### src/rtl/matriz_pkg.sv
// Shared definitions for the LED matrix scan controller: state encoding,
// default geometry/timing and the column-slice helper.
package matriz_pkg;

  localparam logic [1:0] OCIOSO  = 2'd0;
  localparam logic [1:0] APAGADO = 2'd1;
  localparam logic [1:0] ACESO   = 2'd2;

  localparam int NUM_COLUNAS_PADRAO   = 5;
  localparam int NUM_LINHAS_PADRAO    = 7;
  localparam int TEMPO_COLUNA_PADRAO  = 4;
  localparam int TEMPO_APAGADO_PADRAO = 1;

  // Widest frame/column the slice helper handles; callers zero-extend and truncate.
  localparam int MAX_QUADRO_W = 256;
  localparam int MAX_LINHAS_W = 32;

  function automatic logic [MAX_LINHAS_W-1:0] fatia_coluna(
    input logic [MAX_QUADRO_W-1:0] quadro,
    input int unsigned             coluna,
    input int unsigned             num_linhas
  );
    return MAX_LINHAS_W'(quadro >> (coluna * num_linhas)) &
           ~({MAX_LINHAS_W{1'b1}} << num_linhas);
  endfunction

endpackage

### src/rtl/controlador_matriz_contador_permanencia.sv
// Loadable dwell timer: restarts at 0 on carga, flags the last cycle of a
// dwell of length limite.
module contador_permanencia
  import matriz_pkg::*;
#(
  parameter int W = 3
) (
  input  logic         frequencia_display,
  input  logic         reset,
  input  logic         carga,
  input  logic [W-1:0] limite,
  output logic         terminou,
  output logic [W-1:0] contagem
);

  logic [W-1:0] contagem_q, contagem_d;

  always_comb begin
    contagem_d = contagem_q + W'(1);
    if (carga) contagem_d = '0;
  end

  always_ff @(posedge frequencia_display) begin
    if (reset) contagem_q <= '0;
    else       contagem_q <= contagem_d;
  end

  assign contagem = contagem_q;
  assign terminou = (contagem_q == limite - W'(1));

endmodule

### src/rtl/controlador_matriz.sv
// 5x7 LED matrix scan controller with tear-free shadow/active frame buffers.
// Optional brightness control is enabled with `define MATRIZ_BRILHO_EN.
module controlador_matriz
  import matriz_pkg::*;
#(
  parameter int NUM_COLUNAS   = NUM_COLUNAS_PADRAO,
  parameter int NUM_LINHAS    = NUM_LINHAS_PADRAO,
  parameter int TEMPO_COLUNA  = TEMPO_COLUNA_PADRAO,
  parameter int TEMPO_APAGADO = TEMPO_APAGADO_PADRAO
) (
  input  logic                            frequencia_display,
  input  logic                            reset,
  input  logic [NUM_COLUNAS*NUM_LINHAS-1:0] quadro_dados,
`ifdef MATRIZ_BRILHO_EN
  input  logic [1:0]                      brilho,
`endif
  input  logic                            quadro_valido,
  output logic                            quadro_pronto,
  output logic [NUM_COLUNAS-1:0]          colunas,
  output logic [NUM_LINHAS-1:0]           linhas,
  output logic [2:0]                      indice_coluna,
  output logic                            fim_quadro
);

  localparam int QW        = NUM_COLUNAS * NUM_LINHAS;
  localparam int TEMPO_MAX = (TEMPO_COLUNA > TEMPO_APAGADO) ? TEMPO_COLUNA : TEMPO_APAGADO;
  localparam int CW        = $clog2(TEMPO_MAX + 1);

  logic [1:0]    estado_q, estado_d;
  logic [2:0]    indice_q, indice_d;
  logic [QW-1:0] ativo_q, ativo_d;
  logic [QW-1:0] sombra_q, sombra_d;
  logic          sombra_cheia_q, sombra_cheia_d;

  logic          aceita, fim, carga, terminou, aceso, linhas_acesas;
  logic [CW-1:0] limite, contagem;
  logic [31:0]   limiar_brilho;
  logic [NUM_LINHAS-1:0] dados_coluna;

  assign limite = (estado_q == APAGADO) ? CW'(TEMPO_APAGADO) : CW'(TEMPO_COLUNA);
  // OCIOSO holds the timer at 0 so the first APAGADO starts a fresh dwell.
  assign carga  = (estado_q == OCIOSO) || terminou;

  contador_permanencia #(.W(CW)) u_permanencia (
    .frequencia_display (frequencia_display),
    .reset              (reset),
    .carga              (carga),
    .limite             (limite),
    .terminou           (terminou),
    .contagem           (contagem)
  );

  assign aceita = quadro_valido && !sombra_cheia_q;
  assign aceso  = (estado_q == ACESO);
  assign fim    = aceso && terminou && (indice_q == 3'(NUM_COLUNAS - 1));

  always_comb begin
    estado_d       = estado_q;
    indice_d       = indice_q;
    ativo_d        = ativo_q;
    sombra_d       = sombra_q;
    sombra_cheia_d = sombra_cheia_q;
    case (estado_q)
      OCIOSO: begin
        if (aceita) begin
          estado_d = APAGADO;
          ativo_d  = quadro_dados;
        end
      end
      APAGADO: if (terminou) estado_d = ACESO;
      ACESO: begin
        if (terminou) begin
          estado_d = APAGADO;
          indice_d = fim ? 3'd0 : indice_q + 3'd1;
        end
      end
      default: estado_d = OCIOSO;
    endcase
    // Active buffer only changes at the frame boundary, so a frame never tears.
    if (estado_q != OCIOSO) begin
      if (fim && sombra_cheia_q) begin
        ativo_d        = sombra_q;
        sombra_cheia_d = 1'b0;
      end else if (fim && aceita) begin
        ativo_d = quadro_dados;
      end else if (aceita) begin
        sombra_d       = quadro_dados;
        sombra_cheia_d = 1'b1;
      end
    end
  end

  always_ff @(posedge frequencia_display) begin
    if (reset) begin
      estado_q       <= OCIOSO;
      indice_q       <= '0;
      ativo_q        <= '0;
      sombra_q       <= '0;
      sombra_cheia_q <= 1'b0;
    end else begin
      estado_q       <= estado_d;
      indice_q       <= indice_d;
      ativo_q        <= ativo_d;
      sombra_q       <= sombra_d;
      sombra_cheia_q <= sombra_cheia_d;
    end
  end

`ifdef MATRIZ_BRILHO_EN
  logic [1:0] brilho_q, brilho_d;

  assign brilho_d = ((estado_q == APAGADO) && terminou) ? brilho : brilho_q;

  always_ff @(posedge frequencia_display) begin
    if (reset) brilho_q <= '0;
    else       brilho_q <= brilho_d;
  end

  assign limiar_brilho = (32'(brilho_q) + 32'd1) * 32'(TEMPO_COLUNA / 4);
`else
  assign limiar_brilho = 32'(TEMPO_COLUNA);
`endif

  assign linhas_acesas = (32'(contagem) < limiar_brilho);
  assign dados_coluna  = NUM_LINHAS'(fatia_coluna(MAX_QUADRO_W'(ativo_q), 32'(indice_q),
                                                  32'(NUM_LINHAS)));

  assign colunas       = aceso ? ~(NUM_COLUNAS'(1) << indice_q) : '1;
  assign linhas        = (aceso && linhas_acesas) ? dados_coluna : '0;
  assign indice_coluna = indice_q;
  assign fim_quadro    = fim;
  assign quadro_pronto = !sombra_cheia_q;

endmodule

### config.mk
export PLATFORM = sky130hd
export DESIGN_NAME = controlador_matriz
export DESIGN_NICKNAME = d
export VERILOG_FILES = /design/src/rtl/matriz_pkg.sv /design/src/rtl/controlador_matriz_contador_permanencia.sv /design/src/rtl/controlador_matriz.sv
export SDC_FILE = /design/constraint.sdc
export NUM_CORES = 1
export LEC_CHECK = 0
export ABC_AREA = 1
export ABC_CLOCK_PERIOD_IN_PS = 3000
export BUFFER_PORTS_ARGS = -buffer_cell sky130_fd_sc_hd__buf_2
export CORE_MARGIN = 4
export CORE_UTILIZATION = 55
export DETAILED_ROUTE_END_ITERATION = 8
export PLACE_DENSITY = 0.76
export SYNTH_ARGS = -nofsm -noshare
export SYNTH_HDL_FRONTEND = slang
export SYNTH_HIERARCHICAL = 1
export SYNTH_SLANG_ARGS = --single-unit
### constraint.sdc
create_clock -name frequencia_display -period 3 [get_ports frequencia_display]
set_input_delay 0.45 -clock frequencia_display [delete_from_list [all_inputs] [get_ports frequencia_display]]
set_output_delay 0.45 -clock frequencia_display [all_outputs]
set_load 0.005 [all_outputs]
==> flow_summary.json, run 1 <==
{
  "critPathLaunch": "estado_q[0]",
  "reg2reg_depth": 14,
  "grt_pass1_wl_mm": 20.55,
  "synth-compound-area-share": 0.1474,
  "fillers": 764,
  "power_per_cell_area_nw_per_um2": 606.6,
  "clk_pin_slew_ns": 0.09,
  "clk_latency_ns": 0.36,
  "yosys-top-cells-area": "dfxtp_1, nand2_1, nand3_1",
  "dr.pass1.iters": 5,
  "detail-route-antenna-nets": 0,
  "core-area_um2": 7848,
  "syn_area_per_cell_um2": 6.148,
  "synth_top_family_by_area": "simple AND/OR/NAND/NOR gates",
  "rsz0062_at_grt": "false",
  "portBuffers": 54,
  "drc": 0,
  "crit_arrival_ns": 2.37,
  "fin_crit_sh": 0.9415,
  "setup_viol": 0,
  "num_vias": 4684,
  "start_util": 0.5743,
  "crit_end": "fim_quadro",
  "worstMarginPinSlew_ns": 0.7560,
  "min_path_type": "input pin to flop",
  "leakagePower_nw": 2.410,
  "place_congestion": 0.8388,
  "dieArea_um2": 9706,
  "endpoint_kind": "primary output",
  "num_antenna_cells": 0,
  "yosysTopAreaCell": "dfxtp_1",
  "async_reset_ff_frac": 0,
  "required_ns": 2.55,
  "cp-start-kind": "flop",
  "clk_path_buf_depth": 2,
  "drive_above_1_share": 0.1347,
  "synth_top_area_frac": 0.3509,
  "syn_area_um2": 4507,
  "io_pins": 55,
  "synth-edff-count": 0,
  "cts_resized": 1,
  "area_growth_syn_to_layout_pct": 12.41,
  "row_count": 32,
  "final_max_slew_viol_count": 0,
  "antenna_found_initial": 0,
  "grtUsageTotal": 0.2530,
  "max_cap_viol_count": 0,
  "clock-skew-final_ns": 0.01195,
  "die_w_um": 98.52,
  "htreeDepth": 3,
  "netlist_instances": 733,
  "timing.rr.start": "estado_q[0]",
  "syn-num-nets": 778,
  "yosys.area_share.simple": 0.3515,
  "hold_viol": 0,
  "holdBufCountCts": 0,
  "drt-initial-drc-count": 323,
  "relSlewSlack": 0.4921,
  "crit_path_max_fanout": 16,
  "yosys-top-cells-count": "nand2_1, nand3_1, nor2_1",
  "nNetsFinal": 812,
  "post-synth-top-count-cell": "nand2_1",
  "ir_drop_v": 0.0003299,
  "ys_ff_latch": 79,
  "cts.sinks": 79,
  "synth_adder_area_share": 0.01943,
  "wl_per_cell_um": 13.97,
  "tns_ns": 0,
  "overflow": 0,
  "synth_ff_type": "dfxtp_1",
  "regToRegSetupSlack_ns": 0.44,
  "hold_start": "quadro_dados[28]",
  "seq_area_frac_synth": 0.3509,
  "ys_types": 29,
  "critPathKind": "flop to primary output",
  "dp_hpwl_mm": 8.186,
  "cts_tree": "built",
  "vias_per_cell": 5.359,
  "yosysWarnings": 6,
  "grt_max_degree": 45,
  "holdWs_ns": 0.3578,
  "muxShareOfSynthArea": 0,
  "synthXorXnorAreaFrac": 0.001943,
  "wirelength_mm": 12.21,
  "cts_buffers": 9,
  "cts_setup_buffers": 0,
  "regToRegEndpoint": "ativo_q[22]",
  "grt_pass1_vias": 4469,
  "outcome": "completed",
  "chipHeight_um": 98.52,
  "max_freq_mhz": 354.0,
  "root_buffer": "clkbuf_8",
  "period_minus_slack_ns": 2.825
}
## layout make-up
type | instances | area, um2 | area share
Clock buffer | 10 | 127.6 | 0.02519
Inverter | 93 | 349.1 | 0.06891
Multi-Input combinational cell | 512 | 2361 | 0.4660
Timing Repair Buffer | 72 | 434.2 | 0.08570
Tap cell | 102 | 127.6 | 0.02519
Sequential cell | 79 | 1582 | 0.3122
Clock inverter | 6 | 85.08 | 0.01679
## kinds of logic (layout without fill, tap and decap cells)
logic type | count (synthesis) | after routing
adder cells (fa/ha/maj) | 7 | 7
buffers and inverters | 142 | 181
AND/OR/NAND/NOR | 373 | 373
XOR/XNOR | 1 | 1
AO/OA/AOI/OAI | 130 | 130
other | 1 | 1
flip-flops | 79 | 79
## critical path, stage by stage (launching register included)
cell     delay, ns
dfxtp_1       0.36
inv_2         0.07
nor2_2        0.15
inv_1         0.08
ha_1          0.29
xor2_1        0.14
nand2_1       0.11
nor2_4        0.18
nand3_4       0.15
nor2_4        0.16
buf_6         0.19
buf_2         0.13
## power breakdown
part | leakage [nW] | switching, mW | total [mW] | internal [mW]
combinational | 1.66 | 0.585 | 0.902 | 0.318
clock | 0.102 | 0.407 | 0.873 | 0.466
sequential | 0.650 | 0.0791 | 1.30 | 1.22
## metal layers
layer,vias to the layer above,GRT usage,wire length (um)
met2,168,0.4425,5847
met4,0,0.08193,269
met1,2107,0.3137,5332
met5,-,0,0
met3,26,0.04742,759
li1,2383,-,-
## state kept, by name (all words and copies together), names as in the netlist
register                count
ativo_q                    35
sombra_q                   35
indice_coluna               3
u_permanencia/contagem      3
estado_q                    2
sombra_cheia_q              1
## worst min-delay path by stage
stage,to,cells past startpoint
floorplan,u_permanencia/contagem[0],1
global placement,sombra_q[3],2
detailed placement,sombra_q[32],2
CTS,sombra_q[11],3
global route,sombra_q[26],3
finish,sombra_q[28],3
## placed cells by master, fill, tap and decap left out, types with 3 or more instances in the layout
| cell type | instances |
|---|---|
| nor2_4 | 3 |
| inv_1 | 86 |
| nor2_1 | 87 |
| buf_4 | 15 |
| nand3_1 | 109 |
| clkbuf_8 | 9 |
| nand2_1 | 165 |
| dfxtp_1 | 79 |
| buf_2 | 54 |
| inv_2 | 5 |
| ha_1 | 7 |
| o21ai_0 | 59 |
| a21oi_1 | 60 |
| o21ai_1 | 6 |
## metrics by stage
step | power (mW) | cell area, um2 | worst slack [ns] | util | cells
after floorplan | 1.986 | 4507 | 0.5918 | - | 733
after global placement | 2.164 | 4840 | 0.4410 | 0.6167 | 858
after detailed placement | 2.205 | 4840 | 0.3332 | 0.6167 | 858
after CTS | 3.072 | 5055 | 0.05389 | 0.6441 | 874
after global routing | 3.304 | 5066 | 0.01614 | 0.6456 | 874
final | 3.073 | 5066 | 0.1755 | 0.6456 | 874
Power figures use the tool's default switching activity.
==> run 2, diff against run 1 <==
Settings changed: CORE_ASPECT_RATIO set to 2, TNS_END_PERCENT set to 50.
==> run 2 against run 1 <==
  * Final cell count decreased by 0.34%
  * Largest cell class unchanged
  * Core utilization rose by 0.078 points
  * Die area rose by 0.91%
  * Non-clock buffer count increased by 2
  * Count of clock-buffer cells in the layout unchanged
==> flow_summary.json, run 2 (synthesis gave the netlist of run 1 again) <==
{
  "grt_max_degree": 37,
  "critPathKind": "flop to primary output",
  "wl_met2_mm": 6.659,
  "setup_viol": 0,
  "antenna_found_initial": 0,
  "relSlewSlack": 0.5776,
  "cts_buffers": 9,
  "grt_pass1_wl_mm": 20.62,
  "cts_tree": "built",
  "dr_wl_met3_um": 638,
  "clk_latency_ns": 0.34,
  "grtUsageTotal": 0.2636,
  "drt-met1-wl_mm": 4.764,
  "overflow": 0,
  "p_sw_frac": 0.3458,
  "holdWs_ns": 0.3693,
  "worstMarginPinSlew_ns": 0.6321,
  "fin_crit_sh": 0.9332,
  "max_cap_viol_count": 0,
  "fin_util": 0.6463,
  "die_w_um": 72.01,
  "drive_above_1_share": 0.1394,
  "drt-initial-drc-count": 424,
  "leakagePower_nw": 2.456,
  "drc": 0,
  "detail-route-antenna-nets": 0,
  "area_growth_syn_to_layout_pct": 13.91,
  "crit_arrival_ns": 2.35,
  "clk_pin_slew_ns": 0.06,
  "htreeDepth": 3,
  "layout_common_cells": "nand2_1, nand3_1, nor2_1",
  "reg2reg_depth": 14,
  "rsz0062_at_grt": "false",
  "seqPwrFrac": 0.403,
  "dieArea_um2": 9794,
  "reg_top3": "ativo_q (35), sombra_q (35)",
  "endpoint_kind": "primary output",
  "crit_path_max_fanout": 10,
  "final_common_cell": "nand2_1",
  "p_switching_mw": 1.119,
  "vias_per_cell": 5.493,
  "combinationalPowerShare": 0.280,
  "nNetsFinal": 815,
  "power_per_cell_area_nw_per_um2": 630.1,
  "outcome": "completed",
  "fillers": 762,
  "start_util": 0.5674,
  "dp_hpwl_mm": 8.790,
  "num_vias": 4784,
  "hold_depth": 3,
  "wl_per_cell_um": 14.43,
  "clk_path_buf_depth": 2,
  "dr.pass1.iters": 5,
  "final_max_slew_viol_count": 0,
  "clock_power_share": 0.316,
  "row_count": 46,
  "power.internal_mw": 2.116,
  "hold_viol": 0,
  "ir_drop_v": 0.0004693,
  "io_pins": 55,
  "chipHeight_um": 136.0,
  "tns_ns": 0,
  "routed.top_layer": "met4",
  "place_congestion": 0.8563,
  "portBuffers": 54,
  "min_path_type": "input pin to flop",
  "cts.sinks": 79,
  "grt_pass1_vias": 4468,
  "holdBufCountCts": 0,
  "root_buffer": "clkbuf_16",
  "num_antenna_cells": 0,
  "required_ns": 2.55,
  "period_minus_slack_ns": 2.799,
  "wirelength_mm": 12.57,
  "core-area_um2": 7943,
  "max_freq_mhz": 357.2,
  "cp-start-kind": "flop",
  "clock-skew-final_ns": 0.005737
}
==> run 2: metal layers <==
layer	track usage	vias up
met5	0	-
met1	0.2889	2176
met3	0.05181	48
met2	0.4672	164
met4	0.1391	0
li1	-	2396
==> run 2: timing repair <==
item / 4_1_cts / 5_1_grt
gates resized for setup: 0 / 2
setup buffers: 0 / 2
setup endpoints to repair: 0 / 46
==> run 2: critical path, cell delays in order, from the launching register on <==
cell and delay [ns]:
dfxtp_1 0.36, inv_2 0.07, nor2_2 0.14, inv_1 0.08
ha_1 0.30, xor2_1 0.16, nand2_1 0.09, nor2_2 0.23
nand3_4 0.18, nor2_4 0.24, buf_2 0.16
==> run 2: power by group through the flow <==
stage                     Sequential (mW)  Clock [mW]  Combinational [mW]
after global routing                 1.32        1.08                1.05
after detailed placement             1.33           0               0.887
after CTS                            1.30        1.03               0.896
final                                1.30        1.02               0.907
after global placement               1.32           0               0.850
after floorplan                      1.30           0               0.691
==> run 2: stage by stage <==
stage / setup slack [ns] / instances / cell area (um2) / total power, mW
after floorplan: 0.5918 / 733 / 4507 / 1.986
after global routing: 0.01498 / 871 / 5134 / 3.444
final: 0.2005 / 871 / 5134 / 3.235
after detailed placement: 0.1771 / 852 / 4832 / 2.212
after CTS: 0.05299 / 868 / 5107 / 3.226
after global placement: 0.3191 / 852 / 4832 / 2.171
==> run 2: path summary, 6_finish.rpt <==
kind / startpoint / to / slack (ns)
hold reg to reg: sombra_q[21] / sombra_q[21] / 0.46
setup / recovery: estado_q[0] / fim_quadro / 0.20
hold / removal: quadro_dados[11] / sombra_q[11] / 0.37
setup reg to reg: estado_q[0] / ativo_q[16] / 0.24
==> run 2: final cells by class <==
| class | instances | area [um2] | area share |
|---|---|---|---|
| well taps | 96 | 120.1 | 0.02340 |
| clock inverters | 6 | 36.28 | 0.007068 |
| multi-input cells | 513 | 2362 | 0.4602 |
| inverters | 93 | 349.1 | 0.06800 |
| repair buffers | 74 | 445.4 | 0.08677 |
| clock buffers | 10 | 239.0 | 0.04655 |
| flip-flops and latches | 79 | 1582 | 0.3081 |
==> run 3, diff against run 2 <==
Settings changed: CORE_MARGIN 4 to 2.
==> run 3 against run 2 <==
  * Non-clock buffer count is 3 lower
  * Flip-flop and latch count stayed put
  * Count of clock-buffer cells in the layout up 3
  * Register-to-register slack better by 0.07 ns
  * Die area fell by 8.3%
  * Core utilization rose by 0.24 points
  * Worst setup slack worse by 0.035 ns
  * Clock skew barely moved
  * Sequential share of layout area down 0.11 points
  * Largest cell class unchanged
  * Critical endpoint unchanged
  * Fmax is 1.2% lower
==> flow_summary.json, run 3 (synthesis gave the netlist of run 1 again) <==
{
  "pre_cts_ws_ns": 0.3282,
  "core-area_um2": 7943,
  "worst_slack_ns": 0.1660,
  "leakagePower_nw": 2.462,
  "cts_setup_buffers": 0,
  "fillers": 771,
  "clk_latency_ns": 0.33,
  "required_ns": 2.55,
  "wl_per_cell_um": 14.50,
  "period_minus_slack_ns": 2.834,
  "dieArea_um2": 8978,
  "max_freq_mhz": 352.9,
  "cts_tree": "built",
  "power_per_cell_area_nw_per_um2": 657.8,
  "die_w_um": 68.01,
  "place_congestion": 0.8815,
  "reg_top3": "ativo_q (35), sombra_q (35)",
  "vias_per_cell": 5.596,
  "overflow": 0,
  "num_vias": 4852,
  "grt_pass1_vias": 4646,
  "crit_arrival_ns": 2.38,
  "power.internal_mw": 2.306,
  "grtUsageTotal": 0.2997,
  "area_growth_syn_to_layout_pct": 14.33,
  "hold_start": "quadro_dados[5]",
  "worstMarginPinSlew_ns": 0.6387,
  "min_path_type": "input pin to flop",
  "setup_viol": 0,
  "fin_util": 0.6487,
  "portBuffers": 54,
  "seqPwrFrac": 0.385,
  "timing.rr.start": "estado_q[0]",
  "root_buffer": "clkbuf_16",
  "dp_hpwl_mm": 8.782,
  "htreeDepth": 3,
  "clk_pin_slew_ns": 0.06,
  "final_common_cell": "nand2_1",
  "start_util": 0.5674,
  "detail-route-antenna-nets": 0,
  "crit_path_max_fanout": 9,
  "combinationalPowerShare": 0.263,
  "holdWs_ns": 0.3806,
  "fin_crit_sh": 0.9447,
  "total_power_mw": 3.389,
  "critPathLaunch": "estado_q[0]",
  "final_max_slew_viol_count": 0,
  "nNetsFinal": 811,
  "antenna_found_initial": 0,
  "clk_path_buf_depth": 2,
  "relSlewSlack": 0.5731,
  "max_cap_viol_count": 0,
  "drt-initial-drc-count": 443,
  "row_count": 46,
  "cts_resized": 0,
  "ir_drop_v": 0.0003894,
  "p_sw_frac": 0.3196,
  "cp-start-kind": "flop",
  "clock-skew-final_ns": 0.005722,
  "tns_ns": 0,
  "layout_common_cells": "nand2_1, nand3_1, nor2_1",
  "outcome": "completed",
  "clock_power_share": 0.351,
  "cts_buffers": 9,
  "grt_max_degree": 60,
  "cts.sinks": 79,
  "num_antenna_cells": 0,
  "endpoint_kind": "primary output",
  "wirelength_mm": 12.57,
  "io_pins": 55,
  "holdBufCountCts": 0,
  "p_switching_mw": 1.083,
  "rsz0062_at_grt": "false",
  "chipHeight_um": 132.0,
  "grt_pass1_wl_mm": 20.78,
  "dr.pass1.iters": 5,
  "drive_above_1_share": 0.1310,
  "drc": 0,
  "hold_viol": 0,
  "critPathKind": "flop to primary output"
}
## run 3: stage by stage
| step | cell area (um2) | cells |
|---|---|---|
| global route | 5152 | 867 |
| detailed placement | 4825 | 851 |
| finish | 5152 | 867 |
| CTS | 5150 | 867 |
| global placement | 4825 | 851 |
| floorplan | 4507 | 733 |
## run 3: worst paths after layout
kind	to	slack [ns]	cells after the start
setup / recovery	fim_quadro	0.17	10
hold / removal	sombra_q[5]	0.38	3
setup reg to reg	sombra_q[3]	0.31	12
hold reg to reg	sombra_q[9]	0.45	2
## run 3: critical path, cell delays in order (launching register included)
cell and delay, ns:
dfxtp_1 0.36, inv_2 0.07, nor2_1 0.22, inv_1 0.10, ha_1 0.31, xor2_1 0.14, nand2_1 0.08, nor2_2 0.23
nand3_4 0.16, nor2_4 0.19, buf_2 0.18
## run 3: layer usage
layer / up-vias / share of wire / GRT usage
li1: 2389 / - / -
met2: 208 / 0.53 / 0.5173
met5: - / 0 / 0
met4: 0 / 0.055 / 0.2022
met1: 2199 / 0.36 / 0.3149
met3: 56 / 0.056 / 0.04697
## run 3: power by group through the flow
stage,registers [mW],logic [mW],clock network [mW]
floorplan,1.30,0.691,0
global placement,1.32,0.840,0
detailed placement,1.33,0.878,0
CTS,1.31,0.886,1.21
global route,1.32,1.03,1.25
finish,1.31,0.892,1.19
## run 3: layout make-up
| cell class | instances | area [um2] | area share |
|---|---|---|---|
| Multi-Input combinational cell | 512 | 2354 | 0.4568 |
| Sequential cell | 79 | 1582 | 0.3069 |
| Timing Repair Buffer | 71 | 422.9 | 0.08208 |
| Inverter | 93 | 349.1 | 0.06775 |
| Clock buffer | 13 | 260.3 | 0.05051 |
| Tap cell | 96 | 120.1 | 0.02331 |
| Clock inverter | 3 | 65.06 | 0.01263 |
